[src/rtl/booth_mac_acc_if.sv]
// Product-in / result-out handshake bundle for booth_mac_acc.
// master = upstream multiplier plus downstream consumer; slave = accumulator.
interface booth_mac_acc_if #(
  parameter int BW    = 4,
  parameter int ACC_W = 16
);
  logic                      prod_valid;
  logic                      prod_ready;
  logic signed [2*BW-1:0]    prod_data;
  logic                      prod_last;
  logic                      acc_valid;
  logic                      acc_ready;
  logic signed [ACC_W-1:0]   acc_data;
  logic                      acc_ovf;

  modport master (
    output prod_valid, prod_data, prod_last, acc_ready,
    input  prod_ready, acc_valid, acc_data, acc_ovf
  );

  modport slave (
    input  prod_valid, prod_data, prod_last, acc_ready,
    output prod_ready, acc_valid, acc_data, acc_ovf
  );
endinterface

[src/rtl/booth_mac_acc.sv]
// Signed burst accumulator behind the Booth multiplier: sums up to LEN products per burst.
// Define SATURATE_EN to clamp the accumulator on overflow instead of wrapping.
module booth_mac_acc #(
  parameter int BW    = 4,
  parameter int ACC_W = 16,
  parameter int LEN   = 8
) (
  input  logic          clk,
  input  logic          rst,
  booth_mac_acc_if.slave bus
);

  localparam int CW = $clog2(LEN + 1);
  localparam logic signed [ACC_W-1:0] ACC_MAX = {1'b0, {(ACC_W-1){1'b1}}};
  localparam logic signed [ACC_W-1:0] ACC_MIN = {1'b1, {(ACC_W-1){1'b0}}};

  if (ACC_W < 2*BW) begin : g_acc_w_check
    $error("booth_mac_acc: ACC_W must be >= 2*BW");
  end
  if (LEN < 1) begin : g_len_check
    $error("booth_mac_acc: LEN must be >= 1");
  end

  typedef enum logic {ACCUM, DONE} state_t;

  state_t                  state, state_nxt;
  logic signed [ACC_W-1:0] acc_p0, acc_nxt;
  logic [CW-1:0]           cnt_p0, cnt_nxt;
  logic                    ovf_p0, ovf_nxt;

  logic                    accept;
  logic                    add_ovf;
  logic signed [ACC_W-1:0] prod_ext;
  logic signed [ACC_W-1:0] sum_raw;
  logic signed [ACC_W-1:0] acc_sum;

  // Same-sign addends whose raw sum flips sign have left the signed range.
  function automatic logic ovf_detect(
    input logic signed [ACC_W-1:0] a,
    input logic signed [ACC_W-1:0] b,
    input logic signed [ACC_W-1:0] s
  );
    return (a[ACC_W-1] == b[ACC_W-1]) && (s[ACC_W-1] != a[ACC_W-1]);
  endfunction

`ifdef SATURATE_EN
  function automatic logic signed [ACC_W-1:0] saturate(
    input logic signed [ACC_W-1:0] a,
    input logic signed [ACC_W-1:0] s,
    input logic                    ovf
  );
    if (ovf) return a[ACC_W-1] ? ACC_MIN : ACC_MAX;
    return s;
  endfunction
`endif

  assign prod_ext = ACC_W'(bus.prod_data);
  assign sum_raw  = acc_p0 + prod_ext;
  assign add_ovf  = ovf_detect(acc_p0, prod_ext, sum_raw);

`ifdef SATURATE_EN
  assign acc_sum = saturate(acc_p0, sum_raw, add_ovf);
`else
  assign acc_sum = sum_raw;
`endif

  assign bus.prod_ready = (state == ACCUM) && !rst;
  assign accept         = bus.prod_valid && bus.prod_ready;

  always_comb begin
    state_nxt = state;
    acc_nxt   = acc_p0;
    cnt_nxt   = cnt_p0;
    ovf_nxt   = ovf_p0;
    case (state)
      ACCUM: begin
        if (accept) begin
          acc_nxt = acc_sum;
          cnt_nxt = cnt_p0 + CW'(1);
          ovf_nxt = ovf_p0 | add_ovf;
          if (bus.prod_last || (cnt_p0 == CW'(LEN - 1))) state_nxt = DONE;
        end
      end
      DONE: begin
        if (bus.acc_ready) begin
          acc_nxt   = '0;
          cnt_nxt   = '0;
          ovf_nxt   = 1'b0;
          state_nxt = ACCUM;
        end
      end
      default: state_nxt = ACCUM;
    endcase
  end

  // Stage p0: accumulator, beat counter and sticky flag; all cleared by reset.
  always_ff @(posedge clk) begin
    if (rst) begin
      state  <= ACCUM;
      acc_p0 <= '0;
      cnt_p0 <= '0;
      ovf_p0 <= 1'b0;
    end else begin
      state  <= state_nxt;
      acc_p0 <= acc_nxt;
      cnt_p0 <= cnt_nxt;
      ovf_p0 <= ovf_nxt;
    end
  end

  assign bus.acc_valid = (state == DONE);
  assign bus.acc_data  = acc_p0;
  assign bus.acc_ovf   = ovf_p0;

endmodule

[src/flat_wrapper.sv]
// flat-port wrapper written by rule: the top's interface ports become plain ports
module booth_mac_acc_flat 
#(
  parameter int BW    = 4,
  parameter int ACC_W = 16,
  parameter int LEN   = 8
)
  (clk, rst, bus_prod_valid, bus_prod_data, bus_prod_last, bus_acc_ready, bus_prod_ready, bus_acc_valid, bus_acc_data, bus_acc_ovf);
  booth_mac_acc_if #(.BW(BW), .ACC_W(ACC_W)) bus_i ();
  input  logic clk;
  input  logic rst;
  input wire logic [$bits(bus_i.prod_valid)-1:0] bus_prod_valid;
  input wire logic [$bits(bus_i.prod_data)-1:0] bus_prod_data;
  input wire logic [$bits(bus_i.prod_last)-1:0] bus_prod_last;
  input wire logic [$bits(bus_i.acc_ready)-1:0] bus_acc_ready;
  output wire logic [$bits(bus_i.prod_ready)-1:0] bus_prod_ready;
  output wire logic [$bits(bus_i.acc_valid)-1:0] bus_acc_valid;
  output wire logic [$bits(bus_i.acc_data)-1:0] bus_acc_data;
  output wire logic [$bits(bus_i.acc_ovf)-1:0] bus_acc_ovf;
  assign bus_i.prod_valid = bus_prod_valid;
  assign bus_i.prod_data = bus_prod_data;
  assign bus_i.prod_last = bus_prod_last;
  assign bus_i.acc_ready = bus_acc_ready;
  assign bus_prod_ready = bus_i.prod_ready;
  assign bus_acc_valid = bus_i.acc_valid;
  assign bus_acc_data = bus_i.acc_data;
  assign bus_acc_ovf = bus_i.acc_ovf;
  booth_mac_acc #(.BW(BW), .ACC_W(ACC_W), .LEN(LEN)) u_core (.clk(clk), .rst(rst), .bus(bus_i));
endmodule
[config.mk]
export PLATFORM = sky130hd
export DESIGN_NAME = booth_mac_acc_flat
export DESIGN_NICKNAME = d
export VERILOG_FILES = /design/src/rtl/booth_mac_acc_if.sv /design/src/rtl/booth_mac_acc.sv /design/src/flat_wrapper.sv
export SDC_FILE = /design/constraint.sdc
export NUM_CORES = 1
export LEC_CHECK = 0
export CELL_PAD_IN_SITES_DETAIL_PLACEMENT = 1
export CELL_PAD_IN_SITES_GLOBAL_PLACEMENT = 2
export CORE_AREA = 2 2 76 78
export CTS_CLUSTER_SIZE = 8
export DETAILED_ROUTE_END_ITERATION = 6
export DIE_AREA = 0 0 78 80
export PLACE_DENSITY = 0.76
export SYNTH_ARGS = -nofsm -noshare
export SYNTH_HDL_FRONTEND = slang
export SYNTH_SLANG_ARGS = --single-unit
export TNS_END_PERCENT = 100
[constraint.sdc]
create_clock -name clk -period 2.7 [get_ports clk]
set_input_delay 0.54 -clock clk [delete_from_list [all_inputs] [get_ports clk]]
set_output_delay 0.54 -clock clk [all_outputs]
set_load 0.05 [all_outputs]
== Word level (Yosys, flattened, before mapping) ==
Index checks and enable logic that the tools add are counted.
Storage, ports and cells
  logic and storage cells: 32
  register bits: 22
  input bits: 13
  output and inout bits: 19
Operators by class
  bitwise logic cells: 2
  $add $sub $neg: 2
  eq/ne operators: 5
  reductions and logical operators: 6
  mux-type cells: 13
Operator list (number)
  16-bit two-way mux: 2
  16-bit one-hot mux with 2 select lines: 1
  16-bit by 8-bit adder with 16-bit output: 1
  4-bit two-way mux: 2
  4-bit one-hot mux with 2 select lines: 1
  1-bit two-way mux: 5
  4-bit by 1-bit adder with 4-bit output (second input constant): 1
  4-bit by 3-bit == test with 1-bit output (second input constant): 1
  1-bit one-hot mux with 2 select lines: 2
  1-bit logical AND: 3
  2-bit by 1-bit inequality test with 1-bit output (second input constant): 1
  2-bit inequality test (second input constant): 1
  2-bit AND reduction: 1
  1-bit == test: 1
  1-bit logical NOT: 1
  1-bit logical OR: 1
  1-bit inequality test: 1
  1-bit inverter: 1
  1-bit OR: 1

== Depth between registers and ports, before layout ==
Gate-level depths: netlist (run 1).
  depth after elaboration: 6
  gate-level depth with buffers: 8
  depth with buffers taken out: 8

== Worst setup path before layout (run 1) ==
Ideal clock, no wire load.
  path type: input to register
  from: in rst
  to: reg u_core.acc_p0[15] (netlist: u_core.bus.acc_data[15])
  path buffers: 1
  setup time: 0.062 ns
  data arrival time: 2.414 ns
  path slack: 0.224 ns
  cell stages on the path: 7
  data required time: 2.638 ns
  cell sequence: clkbuf_2 > nor2_1 > nand2_1 > nor4_1 > a311oi_1 > a311o_1 > nand3_1
On the way
  cells in the longest elaborated chain, start to end: 5
RTL lines
  from (decl): line flat_wrapper.sv:11  | input logic rst;
  1-bit logical NOT: line booth_mac_acc.sv:67  | assign bus.prod_ready = (state == ACCUM) && !rst;
  1-bit logical AND: line booth_mac_acc.sv:67
  net bus_prod_ready: line flat_wrapper.sv:16  | output wire logic [$bits(bus_i.prod_ready)-1:0] bus_prod_ready;
  1-bit logical AND: line booth_mac_acc.sv:68  | assign accept = bus.prod_valid && bus.prod_ready;
  2-bit by 1-bit inequality test with 1-bit output (no line)
  2-bit AND reduction (no line)
  to (signal assigned): line booth_mac_acc.sv:105  | acc_p0 <= acc_nxt;
  to (decl): line booth_mac_acc.sv:27  | logic signed [ACC_W-1:0] acc_p0, acc_nxt;
The timed path passes the listed nets, and every way through them passes these cells.
A chain may end at the register's enable or synchronous reset.

== Worst setup path in the final report (run 1) ==
  from: in bus_prod_data[0]
  to: reg u_core.acc_p0[10] (netlist: u_core.bus.acc_data[10])
On the way
  cells in the longest elaborated chain, start to end: 3
RTL lines
  from (decl): line flat_wrapper.sv:13  | input wire logic [$bits(bus_i.prod_data)-1:0] bus_prod_data;
  16-bit by 8-bit adder with 16-bit output: line booth_mac_acc.sv:58  | assign sum_raw = acc_p0 + prod_ext;
  16-bit two-way mux: line booth_mac_acc.sv:77  | if (accept) begin
  16-bit one-hot mux with 2 select lines: line booth_mac_acc.sv:75  | case (state)
Every way passes these cells. The select of a mux whose other input is x is not followed.

==> results of run 1 <==
==> critical path, delay by kind of cell <==
family | cells | cell delay [ns]
AO/OA/AOI/OAI | 3 | 0.51
XOR/XNOR | 1 | 0.15
adder cells (fa/ha/maj) | 2 | 0.63
buffers and inverters | 1 | 0.40
AND/OR/NAND/NOR | 2 | 0.50
==> stage by stage <==
stage | cell area (µm²) | hold WS [ns] | setup slack (ns) | setup TNS, ns
final | 2203 | 0.4782 | 0.1391 | 0
after global routing | 2203 | 0.5310 | 0.02455 | 0
after CTS | 2203 | 0.4848 | 0.1262 | 0
after detailed placement | 2148 | 0.4645 | -0.1587 | -0.4620
after global placement | 2148 | 0.4586 | -0.1120 | -0.2163
after floorplan | 1508 | 0.4507 | 0.2244 | 0
==> where the power goes <==
| group | internal, mW | switching, mW |
|---|---|---|
| Clock | 0.130 | 0.122 |
| Combinational | 0.301 | 0.365 |
| Sequential | 0.365 | 0.0380 |
==> final cells by class <==
class                      count  area share [%]
sequential                    22           19.99
timing repair buffer          64           25.78
tap                           72           4.089
inverter                       4          0.6814
clock buffer                   4           2.499
multi-input combinational    150           46.96
==> placed cells by master, fill, tap and decap left out, types with 2 or more instances in the layout <==
cell type / count
sky130_fd_sc_hd__nor3b_1: 2
sky130_fd_sc_hd__xnor2_1: 7
sky130_fd_sc_hd__nand3_1: 4
sky130_fd_sc_hd__clkbuf_8: 4
sky130_fd_sc_hd__o21a_1: 2
sky130_fd_sc_hd__o21ai_0: 14
sky130_fd_sc_hd__and2_1: 2
sky130_fd_sc_hd__dfxtp_1: 22
sky130_fd_sc_hd__nand2_1: 23
sky130_fd_sc_hd__a22o_1: 2
sky130_fd_sc_hd__inv_1: 4
sky130_fd_sc_hd__nor3_1: 3
sky130_fd_sc_hd__o31ai_1: 2
sky130_fd_sc_hd__a21o_1: 6
sky130_fd_sc_hd__a21oi_1: 14
sky130_fd_sc_hd__a22oi_1: 4
sky130_fd_sc_hd__o21bai_1: 2
sky130_fd_sc_hd__and3_1: 3
sky130_fd_sc_hd__ha_1: 16
sky130_fd_sc_hd__clkdlybuf4s50_1: 30
sky130_fd_sc_hd__nor4_1: 2
sky130_fd_sc_hd__or3_1: 3
sky130_fd_sc_hd__xor2_1: 7
sky130_fd_sc_hd__nor2_1: 15
sky130_fd_sc_hd__buf_4: 33
==> per-layer routing <==
metal,vias up,global-route usage (%)
li1,787,-
met2,18,26.29
met4,0,3.684
met3,4,1.697
met5,-,0
met1,725,19.55
==> kinds of logic (layout without fill, tap and decap cells) <==
| family | Yosys count | after routing | share of synthesized area (%) |
|---|---|---|---|
| compound gates | 56 | 56 | 25.56 |
| xor+xnor | 14 | 14 | 8.133 |
| fa+ha+maj | 17 | 17 | 14.61 |
| buf+inv | 8 | 72 | 2.157 |
| flops | 22 | 22 | 29.21 |
| mux | 1 | 1 | 0.7468 |
| simple gates | 62 | 62 | 19.58 |
==> state kept, by name (all words and copies together), names as in the netlist <==
| register | flops |
|---|---|
| u_core.bus.acc_data | 16 |
| u_core.bus.acc_ovf | 1 |
| u_core.bus.acc_valid | 1 |
| u_core.cnt_p0 | 4 |
==> worst paths after layout <==
kind / cells past startpoint / slack, ns / start / end
hold / removal: 2 / 0.48 / u_core.bus.acc_ovf / u_core.bus.acc_ovf
hold reg to reg: 2 / 0.48 / u_core.bus.acc_ovf / u_core.bus.acc_ovf
setup reg to reg: 8 / 0.46 / u_core.bus.acc_data[0] / u_core.bus.acc_data[10]
setup / recovery: 9 / 0.14 / bus_prod_data[0] / u_core.bus.acc_data[10]
==> impl_results.rst, run 1 <==
.. list-table::
   :header-rows: 1

   * - Metric
     - Value
   * - Result of the run
     - completed
   * - CTS hold repair buffers
     - 0
   * - Type of origin of the critical path
     - primary input
   * - Most repeated cell in the gate-level netlist after synthesis
     - sky130_fd_sc_hd__nand2_1
   * - Most instantiated cells after synthesis
     - sky130_fd_sc_hd__nand2_1, sky130_fd_sc_hd__dfxtp_1, sky130_fd_sc_hd__ha_1
   * - Total of flip-flops plus latches after synthesis
     - 22
   * - Met3 Routed Length
     - 71 µm
   * - Sequential-to-total area share from yosys stat
     - 29.21%
   * - Share of the synthesized area in the top cell type
     - 29.21%
   * - Unique cell type count in the Yosys netlist
     - 42
   * - Remaining Overflow, GRT
     - 0
   * - Total Routing Usage GR
     - 14.97%
   * - Count of endpoints failing setup in the final report
     - 0
   * - Number of enable flip-flop cells after synthesis
     - 0
   * - Synthesized Nets
     - 210
   * - Max-capacitance violation count
     - 0
   * - Nets
     - 275
   * - Max clock buf depth
     - 2
   * - Total number of placement rows
     - 27
   * - Uppermost metal layer occupied by signal nets
     - met4
   * - Pin slew with the least headroom to its limit
     - 1.051 ns
   * - Count of yosys warnings during synthesis
     - 0
   * - Port buffer count
     - 31
   * - Cells along the critical path
     - clkdlybuf4s50_1 -> ha_1 -> fa_1 -> a21o_1 -> nor3b_1 -> or3_1 -> a221oi_2 -> xor2_1 -> o21ai_0
   * - Max Clock Skew
     - 0.002430 ns
   * - Slew Limit Fails
     - 0
   * - Count of boundary I/O pins
     - 32
   * - Post-synth top flop
     - sky130_fd_sc_hd__dfxtp_1
   * - Worst setup EP type
     - register
   * - Clock tree from TritonCTS
     - yes
   * - Leading post-synthesis cells by cell area
     - sky130_fd_sc_hd__dfxtp_1, sky130_fd_sc_hd__ha_1, sky130_fd_sc_hd__nand2_1, sky130_fd_sc_hd__a21oi_1, sky130_fd_sc_hd__o21ai_0
   * - Maximum achievable frequency
     - 390.5 MHz
   * - Final wirelength
     - 4.392 mm
   * - PostCTS Resize Cnt
     - 0
   * - Type of the worst setup path
     - primary input to register
   * - IR drop worst, VDD
     - 0.2451 mV
   * - FF+latch area
     - 440.4 µm²
   * - Routed wire length on met2
     - 2.088 mm
   * - Max stage delay cell, worst path
     - sky130_fd_sc_hd__clkdlybuf4s50_1
   * - Period utilisation layout
     - 94.85%
   * - Remaining antenna violation count
     - 0
   * - Cell area after technology mapping
     - 1508 µm²
   * - Die area
     - 6240 µm²
   * - Number of violations reported at the end of detailed-routing iteration 0
     - 49
   * - Number of vias in the routed layout
     - 1,534
   * - Critical path data arrival time
     - 2.72 ns
   * - Global-route wire length before repair
     - 7.521 mm
   * - Final critical-path required period
     - 2.561 ns
   * - Area taken by multi-input logic gates
     - 1035 µm²
   * - Average via count per standard cell
     - 4.854
   * - Avg WL per Cell
     - 13.90 µm
   * - Clock insertion delay at the later pin of the skew report
     - 0.27 ns
   * - Total of fill cells in the finished design
     - 666
   * - Count of endpoints failing hold in the final timing report
     - 0
   * - Final core utilization
     - 40.76%
   * - Largest driver fanout on the critical path
     - 2
   * - Number of standard cells after synthesis
     - 180
   * - Fraction of layout instances using a drive strength above 1
     - 18.03%
   * - Tightest Hold Check Type
     - register to register
   * - Largest stage delay on the critical path
     - 0.40 ns
   * - Average cell area after synthesis
     - 8.376 µm²
   * - Wl on met1
     - 2.190 mm
   * - H-tree level count
     - 1
   * - Initial antenna violation count
     - 0
   * - Initial Utilization
     - 27.89%
   * - Leakage power
     - 0.9766 nW
   * - Placer's final routability congestion estimate
     - 0.7833
   * - Async S/R FF share, synth
     - 0%
   * - First-pass DRT Iterations
     - 2
   * - Floorplan core area
     - 5405 µm²
   * - Clock root cell
     - sky130_fd_sc_hd__clkbuf_8
   * - Remaining DRCs
     - 0
   * - Count of antenna diodes in the layout
     - 0
   * - Chip Width
     - 78 µm
   * - Total placed cells including tap cells
     - 312
   * - TritonCTS Buffers
     - 3
   * - HPWL after detailed placement
     - 3.477 mm
   * - Clock sink count
     - 22
   * - Number of buffers added for setup after CTS
     - 0
   * - RSZ-0062 raised after global routing
     - no
   * - Slew Limit Headroom
     - 29.66%
   * - Largest net degree at the start of global routing
     - 14
   * - Largest area contributor in the synthesized netlist
     - sky130_fd_sc_hd__dfxtp_1
   * - Area Overhead vs Synth
     - 46.14%
   * - Clock edge transition at the registers on the reported setup and hold paths
     - 0.09 ns
   * - Y dimension of the die
     - 80 µm
   * - Number of global-route vias before repair
     - 1,624
   * - Pwr dens
     - 599.6 nW/µm²
   * - Total Power Consumption
     - 1.321 mW
   * - Number of non-filler instances in the completed layout
     - 316
   * - Data required, critical path
     - 2.86 ns
Power figures use the tool's default switching activity.
==> inputs of run 2 (changes only) <==
Settings changed: SLEW_MARGIN set to 20.
==> results of run 2 <==
No change in the layout: final DEF, timing and power equal those of run 1.
==> patch (settings of run 1) <==
Add a define of `SATURATE_EN`.
--- a/src/rtl/booth_mac_acc.sv
+++ b/src/rtl/booth_mac_acc.sv
@@ -2,2 +2,4 @@
 // Define SATURATE_EN to clamp the accumulator on overflow instead of wrapping.
+`define SATURATE_EN
+
 module booth_mac_acc #(
Behaviour: same outputs for any inputs over 10 cycles, from zero or initial values and one cycle with rst high; that may be too few to reach the edited logic, so the function may still have changed.
==> patch against run 1 <==
- worst setup slack got worse by 0.062 ns
- final cell count rose by 8.9%
- design area rose by 15%
- sequential share of layout area fell by 2.7 points
- routed wire length rose by 14%
- combinational power fell by 22%
- largest cell class unchanged
- sequential cell count did not move
- synthesized area rose by 9.5%
- total power fell by 14%
==> patch: results (changes against run 1) <==
stage,metric,value,unit,change
synthesis,syn_area_per_cell,8.34,sq um,-0.41%
routing,avgViaCountPerCell,5.02,,+3.4%
status,status,"complete, no violations",,
power,p_leak,1.10,nW,+13%
place,place_ws,-0.374,ns,-0.215 ns
sta,fin_skew,0.00494,ns,+0.00251 ns
cells_and_area,nFillCells,651,,-2.3%
synthesis,synthTopCellsByCount,"28 x a21oi_1, 22 x dfxtp_1, 22 x nand2_1, 20 x o21ai_0, 16 x ha_1",,
routing,drt_iter0_drc,34,,-31%
sta,whs,0.481,ns,+0.00277 ns
synthesis,ys_top_cells_by_area,"dfxtp_1 27%, ha_1 12%, a21oi_1 8.5%",,
synthesis,yosys.area_share.adder,13.3,%,-1.3 points
global_routing,grt_max_degree,22,,+8
synthesis,synth_compound_area_share,33.8,%,+8.2 points
worst_setup_path,reg2reg_from,u_core.bus.acc_data[1]$_SDFFE_PP0P_,,
place,post-place-cells,337,,+8.0%
worst_setup_path,cp.arrival,2.83,ns,+0.11 ns
place,place_congestion,0.800,,+2.2%
worst_setup_path,reg2reg_slack,0.27,ns,-0.19 ns
synthesis,syn_nets,228,,+8.6%
min_path,hold_depth,1,,-1
place,place_hpwl,3860,microns,+11%
cells_and_area,drive_gt1_share,25.4,%,+7.3 points
sta,fin_crit,2.62,ns,+0.0618 ns
sta,tightest_slew,0.500,ns,-0.551 ns
worst_setup_path,path_delay_family,compound AO/OA/AOI/OAI gates,,
patch: final cells by class:
type / instances / area, sq um / area share, %
repair buffers: 76 / 713 / 28.0
clock buffers: 4 / 55.1 / 2.16
multi-input cells: 165 / 1230 / 48.2
well taps: 72 / 90.1 / 3.54
flip-flops and latches: 22 / 440 / 17.3
inverters: 5 / 18.8 / 0.738
patch: where the power goes:
group	total [mW]	switching [mW]	internal, mW
Sequential	0.377	0.0282	0.348
Combinational	0.518	0.271	0.247
Clock	0.247	0.117	0.130
Total	1.14	0.416	0.725
patch: routing by layer:
metal,GRT usage [%],share of wire (%),vias to the layer above
met5,0,0,-
met2,30.3,50,25
met3,1.47,1.7,5
met1,21.2,47,826
li1,-,-,870
met4,4.74,1.0,0
patch: repair_timing:
item	CTS	global route
pin swaps	3	11
gates cloned	0	1
endpoints found under the setup margin	9	17
buffers inserted	1	1
gates resized for setup	1	15
hold buffers	0	0
